File: config.mk
export PLATFORM = sky130hd
export DESIGN_NAME = ureg
export DESIGN_NICKNAME = d
export VERILOG_FILES = /design/src/rtl/ureg_pkg.sv /design/src/rtl/ureg_next.sv /design/src/rtl/ureg.sv
export SDC_FILE = /design/constraint.sdc
export NUM_CORES = 1
export LEC_CHECK = 0
export BUFFER_PORTS_ARGS = -buffer_cell sky130_fd_sc_hd__buf_4
export CAP_MARGIN = 20
export CORE_MARGIN = 3
export CORE_UTILIZATION = 29
export DETAILED_ROUTE_END_ITERATION = 16
export HOLD_SLACK_MARGIN = 0.08
export PLACE_DENSITY = 0.54
export SETUP_SLACK_MARGIN = 0.2
export SYNTH_ARGS = -nofsm -noshare
export SYNTH_HDL_FRONTEND = slang
export SYNTH_SLANG_ARGS = --single-unit
File: constraint.sdc
create_clock -name clk -period 1.7 [get_ports clk]
set_input_delay 0.255 -clock clk [delete_from_list [all_inputs] [get_ports clk]]
set_output_delay 0.255 -clock clk [all_outputs]
set_load 0.05 [all_outputs]
File: src/rtl/ureg_pkg.sv
// Shared types and constants for the universal register.
// Holds the operation encoding used by ureg and ureg_next.
// No logic lives here; types and widths only.
package ureg_pkg;

   // Width of the operation selector.
   localparam int OP_W = 3;

   // Operation encoding applied when the register is enabled.
   typedef enum logic [OP_W-1:0] {
      OP_HOLD = 3'd0,
      OP_LOAD = 3'd1,
      OP_SHL  = 3'd2,
      OP_SHR  = 3'd3,
      OP_ROL  = 3'd4,
      OP_ROR  = 3'd5,
      OP_INC  = 3'd6,
      OP_DEC  = 3'd7
   } ureg_op_e;

endpackage

File: src/rtl/ureg_next.sv
// Next-state datapath for ureg: computes {co_next, q_next} from q, co, d, si, op.
// Latency: purely combinational, zero cycles.
// No flow control; optional saturation of INC/DEC when UREG_SAT_EN is defined.
import ureg_pkg::*;

module ureg_next #(
   parameter int WIDTH = 8
) (
   input  logic [WIDTH-1:0] q,
   input  logic             co,
   input  logic [WIDTH-1:0] d,
   input  logic             si,
   input  logic [OP_W-1:0]  op,
   output logic [WIDTH-1:0] q_next,
   output logic             co_next
);

   ureg_op_e   op_sel;
   logic [WIDTH:0] inc_sum;
   logic [WIDTH:0] dec_dif;
   logic           q_all_ones;
   logic           q_is_zero;

   assign op_sel = ureg_op_e'(op);

   // Arithmetic is done one bit wider so the top bit is the carry/borrow.
   assign inc_sum    = {1'b0, q} + {{WIDTH{1'b0}}, 1'b1};
   assign dec_dif    = {1'b0, q} - {{WIDTH{1'b0}}, 1'b1};
   assign q_all_ones = &q;
   assign q_is_zero  = ~|q;

   // Select the next register word and flag; si is only consulted by SHL/SHR
   // so an unknown si cannot leak into other operations.
   always_comb begin
      q_next  = q;
      co_next = co;
      case (op_sel)
         OP_HOLD: begin
            q_next  = q;
            co_next = co;
         end
         OP_LOAD: begin
            q_next  = d;
            co_next = 1'b0;
         end
         OP_SHL: begin
            q_next  = {q[WIDTH-2:0], si};
            co_next = q[WIDTH-1];
         end
         OP_SHR: begin
            q_next  = {si, q[WIDTH-1:1]};
            co_next = q[0];
         end
         OP_ROL: begin
            q_next  = {q[WIDTH-2:0], q[WIDTH-1]};
            co_next = q[WIDTH-1];
         end
         OP_ROR: begin
            q_next  = {q[0], q[WIDTH-1:1]};
            co_next = q[0];
         end
`ifdef UREG_SAT_EN
         // Saturating count: stick at all-ones and flag the attempted overflow.
         OP_INC: begin
            if (q_all_ones) begin
               q_next  = q;
               co_next = 1'b1;
            end else begin
               q_next  = inc_sum[WIDTH-1:0];
               co_next = 1'b0;
            end
         end
         // Saturating count: stick at zero and flag the attempted underflow.
         OP_DEC: begin
            if (q_is_zero) begin
               q_next  = q;
               co_next = 1'b1;
            end else begin
               q_next  = dec_dif[WIDTH-1:0];
               co_next = 1'b0;
            end
         end
`else
         // Wrapping count: the extra top bit is the carry out.
         OP_INC: begin
            q_next  = inc_sum[WIDTH-1:0];
            co_next = inc_sum[WIDTH] | (q_all_ones & 1'b0);
         end
         // Wrapping count: borrow exactly when the old value was zero.
         OP_DEC: begin
            q_next  = dec_dif[WIDTH-1:0];
            co_next = dec_dif[WIDTH] | (q_is_zero & 1'b0);
         end
`endif
         default: begin
            q_next  = q;
            co_next = co;
         end
      endcase
   end

endmodule

File: src/rtl/ureg.sv
// Universal WIDTH-bit register: load/shift/rotate/inc/dec with sync rst, set and enable.
// Latency: one cycle from sampled inputs to q/co; zero follows q combinationally.
// No backpressure: accepts a new op every cycle; e low holds. Option macro: UREG_SAT_EN.
import ureg_pkg::*;

module ureg #(
   parameter int               WIDTH   = 8,
   parameter logic [WIDTH-1:0] RST_VAL = '0,
   parameter logic [WIDTH-1:0] SET_VAL = '1
) (
   input  logic             clk,
   input  logic             rst,
   input  logic             set,
   input  logic             e,
   input  logic [OP_W-1:0]  op,
   input  logic [WIDTH-1:0] d,
   input  logic             si,
   output logic [WIDTH-1:0] q,
   output logic             co,
   output logic             zero
);

   logic [WIDTH-1:0] q_next;
   logic             co_next;

   ureg_next #(
      .WIDTH (WIDTH)
   ) u_next (
      .q       (q),
      .co      (co),
      .d       (d),
      .si      (si),
      .op      (op),
      .q_next  (q_next),
      .co_next (co_next)
   );

   // Storage with priority rst > set > enable; rst and set bypass the enable.
   always_ff @(posedge clk) begin
      if (rst) begin
         q  <= RST_VAL;
         co <= 1'b0;
      end else if (set) begin
         q  <= SET_VAL;
         co <= 1'b0;
      end else if (e) begin
         q  <= q_next;
         co <= co_next;
      end
   end

   // Zero flag looks at the stored word only, never at co.
   assign zero = ~|q;

endmodule

# Word-level counts from Yosys, hierarchy flattened
# Index checks and enable logic that the tools add are counted.
# W data, S select, Z words.
[totals] ff_bits=9 out_inout_bits=10 wordCells=26
[classes] addsub=2 n_eq_ne=8 mux=4 bitwise=1 reduce_logical=9
[ops] op="$pmux W8 S7" count=1
[ops] op="$mux W8" count=2
[ops] op="$eq A3 B3 Y1 const B" count=4
[ops] op="$add A8 B1 Y9 const B" count=1
[ops] op="$sub A8 B1 Y9 const B" count=1
[ops] op="$reduce_or A8 Y1" count=1
[ops] op="$eq A3 B2 Y1 const B" count=2
[ops] op="$reduce_or A2 Y1" count=3
[ops] op="$pmux W1 S5" count=1
[ops] op="$reduce_and A2 Y1" count=2
[ops] op="$eq A3 B1 Y1 const B" count=1
[ops] op="$logic_not A3 Y1" count=1
[ops] op="$ne A2 B2 Y1 const B" count=1
[ops] op="$reduce_bool A2 Y1" count=1
[ops] op="$logic_not A1 Y1" count=1
[ops] op="$not A1 Y1" count=1

# Longest topological paths before layout
[logic_depth] ltp_word=4 mapped_depth=7 mapped_depth_nobuf=6

# Modules after synthesis
# A second synthesis with hierarchy kept.
[hier_totals] hier_cells=159 hier_area_um2=1189.9
[by_module_without_submodules] module="ureg_next" n_inst=1 cells_per_inst=126 area_per_inst_um2=840.8 seq_area_each_um2=0.0
[by_module_without_submodules] module="ureg" n_inst=1 cells_per_inst=33 area_per_inst_um2=349.1 seq_area_each_um2=180.2

# Worst setup path before layout
# No wires, ideal clock.
[synth_timing] path_type="register to register" startpoint="register q[4]" endpoint="register co" setup_time_ps=70 t_arrival_ps=2236 path_slack_ps=-607 path_stages_with_launch=6 path_buffers=1 synth_period_minus_slack_ps=2307 cell_sequence="dfxtp_1 > buf_6 > or4_4 > nor4b_4 > a32oi_1 > a21oi_1"
[synth_between] elab_chain_len=2 word_cells_on_any_way=3 cone_classes="2 x add/sub; 1 x mux"
[synth_rtl] item="start: declaration" line_no="ureg.sv:18" rtl="output logic [WIDTH-1:0] q,"
[synth_rtl] item="start signal: assignment" line_no="ureg.sv:47" rtl="q <= q_next;"
[synth_rtl] item="$sub A8 B1 Y9 / $add A8 B1 Y9 (equally long branches)" line_no="ureg_next.sv:28, ureg_next.sv:27"
[synth_rtl] item="$pmux W1 S5 (*)" line_no="ureg_next.sv:37" rtl="case (op_sel)"
[synth_rtl] item="end signal: assignment" line_no="ureg.sv:48" rtl="co <= co_next;"
[synth_rtl] item="end: declaration" line_no="ureg.sv:19" rtl="output logic co,"
# Mark *: on every way between the ends. The rest lies on a longest branch, timed or not.
# A chain may end at the register's enable or synchronous reset.

# Worst setup path after layout
[layout_timing] startpoint="register q[4]" endpoint="output port zero"
[layout_between] elab_chain_len=2
[layout_rtl] item="$reduce_or A8 Y1"
[layout_rtl] item="$logic_not A1 Y1"
[layout_rtl] item="end: declaration" line_no="ureg.sv:20" rtl="output logic zero"
# Every way passes these cells.

==> results.json <==
{
  "swShare_pct": 42.8,
  "hold_viol_final": 0,
  "vias": 1279,
  "synth_mux_area_share_pct": 5.03,
  "slew_viol_final": 0,
  "grt_max_degree": 19,
  "yosysUniqueCellTypes": 48,
  "routed_wl_um": 3700,
  "cts.clk_slew.worst_paths_ns": 0.07,
  "crit_path_end_kind": "output pin",
  "cts_tree": "built",
  "async_flop_share_pct": 0,
  "wl_per_cell_um": 16.7,
  "powerDensity_mw_per_mm2": 608,
  "viasPerCell": 5.79,
  "hp-start": "rst",
  "maxSlewHeadroom_pct": 65.9,
  "yosys_register_bits": 9,
  "cp_slowest_cell": "or4_4",
  "yosysMostFrequentCell": "nor2_1",
  "cp.required_ns": 1.44,
  "path_class": "reg2out",
  "htree_num_levels": 1,
  "yosys.area_share.simple_pct": 31.9,
  "die_w_um": 66.0,
  "numPlacedInstances": 211,
  "synth-xor-area-share_pct": 2.51,
  "insertion_delay_ns": 0.27,
  "startpoint": "q[4]",
  "post-route-min-period_ns": 1.89,
  "r2r-start": "q[4]",
  "first_global_vias": 1152,
  "core_area_mm2": 0.00342,
  "fin_nets": 194,
  "ir_drop_uv": 253,
  "synth_top_family_by_area": "simple AND/OR/NAND/NOR gates",
  "leakagePower_nw": 0.569,
  "synth_edf_count": 0,
  "fmaxAchievable_ghz": 0.530,
  "ys_seq_area_share_pct": 17.2,
  "netlist_area_mm2": 0.00104,
  "fin_crit_sh_pct": 111,
  "placementRows": 21,
  "critPathMaxStageDelay_ns": 0.54,
  "grt_pass1_wl_um": 5780,
  "drcViolationCount": 0,
  "dp_slack_ns": 0.0743,
  "ant_nets": 0,
  "diodes": 0,
  "crit_fanout": 2,
  "synthFlopType": "dfxtp_1",
  "dieArea_mm2": 0.00436,
  "drt_pre_antenna_iters": 4,
  "synth.avg_cell_area_um2": 7.21,
  "io_pins": 26,
  "synth_area_leader_cell": "dfxtp_1",
  "maxCapViolations": 0,
  "syn_inst": 145,
  "dieHeight_um": 66.0,
  "syn_nets": 163,
  "io_buffers": 25,
  "drtIter0Drc": 94,
  "drive_gt1_share_pct": 40.6,
  "place_area_mm2": 0.00132,
  "cts-root-buf": "clkbuf_4",
  "violations": "setup timing",
  "share_comb_of_total_power_pct": 51.0,
  "status": "complete, but fails checks",
  "synth.area.top_cells": "dfxtp_1, a21oi_1, nor2_1, o21ai_0, nor4_1",
  "setup_ws_ns": -0.186,
  "dp_hpwl_um": 2620,
  "clock-sinks": 9,
  "share_seq_of_total_power_pct": 28.8,
  "synth-compound-area-share_pct": 31.6,
  "gp_congestion": 0.812,
  "final_area_mm2": 0.00149,
  "p_sw_w": 0.000387,
  "grt-ovfl-total": 0,
  "start_kind": "register",
  "tightest_slew_ns": 0.507,
  "finalSetupViolations": 2,
  "synth_top_area_share_pct": 17.2,
  "clockPowerShare_pct": 20.2,
  "clock_path_buffers": 2,
  "ys_warn_count": 0,
  "intPower_w": 0.000518,
  "setup_tns_ns": -0.270,
  "grt_antenna_before_repair": 0,
  "synth_fa_ha_area_share_pct": 2.40,
  "cts.hold.buffers_added": 0,
  "crit_chain": "or4_4 -> nor4b_4 -> buf_6",
  "fin_skew_ns": 0.00673,
  "hp-class": "in2reg",
  "instances_no_fill": 221,
  "grtUsageTotal_pct": 17.3,
  "syn_to_final_growth_pct": 42.4,
  "cp_data_arrival_time_ns": 1.63,
  "cts_buffers": 3,
  "rsz0062_at_grt": "yes",
  "synth_commonest_cells": "nor2_1, a21oi_1, dfxtp_1",
  "initial_core_util_pct": 30.6
}
[metal layers]
metal,routed length (um),global-route usage (%)
met1,1720,24.1
met2,1780,27.4
met3,162,3.74
met4,34,3.81
met5,0,0
[layout by cell type, fill, tap and decap left out, types with 2 or more instances in the layout]
cell type | Yosys | final
a211oi_1 | 4 | 3
a21o_1 | 2 | 2
a21oi_1 | 10 | 9
a311oi_1 | 3 | 2
buf_4 | 0 | 35
buf_6 | 1 | 5
clkbuf_4 | 0 | 3
dfxtp_1 | 9 | 2
dfxtp_2 | 0 | 3
dfxtp_4 | 0 | 4
inv_1 | 7 | 7
mux2i_1 | 3 | 3
nand2_1 | 6 | 6
nand2b_1 | 4 | 4
nand3_1 | 5 | 5
nand4_1 | 3 | 3
nand4b_1 | 2 | 2
nor2_1 | 13 | 13
nor2b_1 | 4 | 4
nor3_1 | 5 | 5
nor4_1 | 5 | 3
o211ai_1 | 2 | 2
o21a_1 | 2 | 2
o21ai_0 | 8 | 7
o221a_2 | 2 | 2
o22ai_1 | 3 | 3
or2_2 | 2 | 2
xnor2_1 | 3 | 3
[critical path, delay by kind of cell (launching register included)]
| kind | cells | cell delay, ns |
|---|---|---|
| buffers and inverters | 1 | 0.20 |
| flip-flops | 1 | 0.34 |
| AND/OR/NAND/NOR | 2 | 0.81 |
[area by class of cell]
class	count	area (um^2)
Inverter	7	26.3
Tap cell	46	57.6
Sequential cell	9	199
Clock buffer	4	26.3
Timing Repair Buffer	41	334
Multi-Input combinational cell	114	845
Fill cell	349	1930
[logic make-up (layout without fill, tap and decap cells)]
kind of cell             Yosys count  after routing
AO/OA/AOI/OAI                     47             47
flip-flops                         9              9
AND/OR/NAND/NOR                   57             57
multiplexers                       5              5
adder cells (fa/ha/maj)            2              2
buffers and inverters             22             52
XOR/XNOR                           3              3
[state kept, by name (all words and copies together) (netlist names)]
signal / flops
q: 8
co: 1
[per-stage QoR]
| stage | utilization [%] | hold WS [ns] | total power [W] |
|---|---|---|---|
| 6_report | 43.6 | 0.232 | 0.000905 |
| 5_1_grt | 43.6 | 0.235 | 0.000957 |
| 4_1_cts | 40.8 | 0.223 | 0.000863 |
| 3_5_place_dp | 38.8 | 0.516 | 0.000665 |
| 3_3_place_gp | 38.8 | 0.512 | 0.000663 |
| 2_1_floorplan | - | 0.459 | 0.000543 |
[what timing repair did]
item,4_1_cts,5_1_grt
setup buffers,2,4
gates resized for setup,6,14
pin swaps,4,9
setup endpoints to repair,4,8
[worst paths after layout]
| kind | to | slack (ns) | cells past startpoint |
|---|---|---|---|
| max | zero | -0.19 | 3 |
| min | q[6] | 0.23 | 2 |
| max reg2reg | q[7] | -0.08 | 6 |
| min reg2reg | co | 0.53 | 2 |
[power groups by stage]
stage,sequential [W],combinational [W],clock (W)
finish,0.000260,0.000462,0.000183
CTS,0.000261,0.000417,0.000185
detailed placement,0.000266,0.000399,0
global placement,0.000265,0.000398,0
floorplan,0.000318,0.000225,0
global route,0.000262,0.000494,0.000200
(Power assumes the default switching activity.)
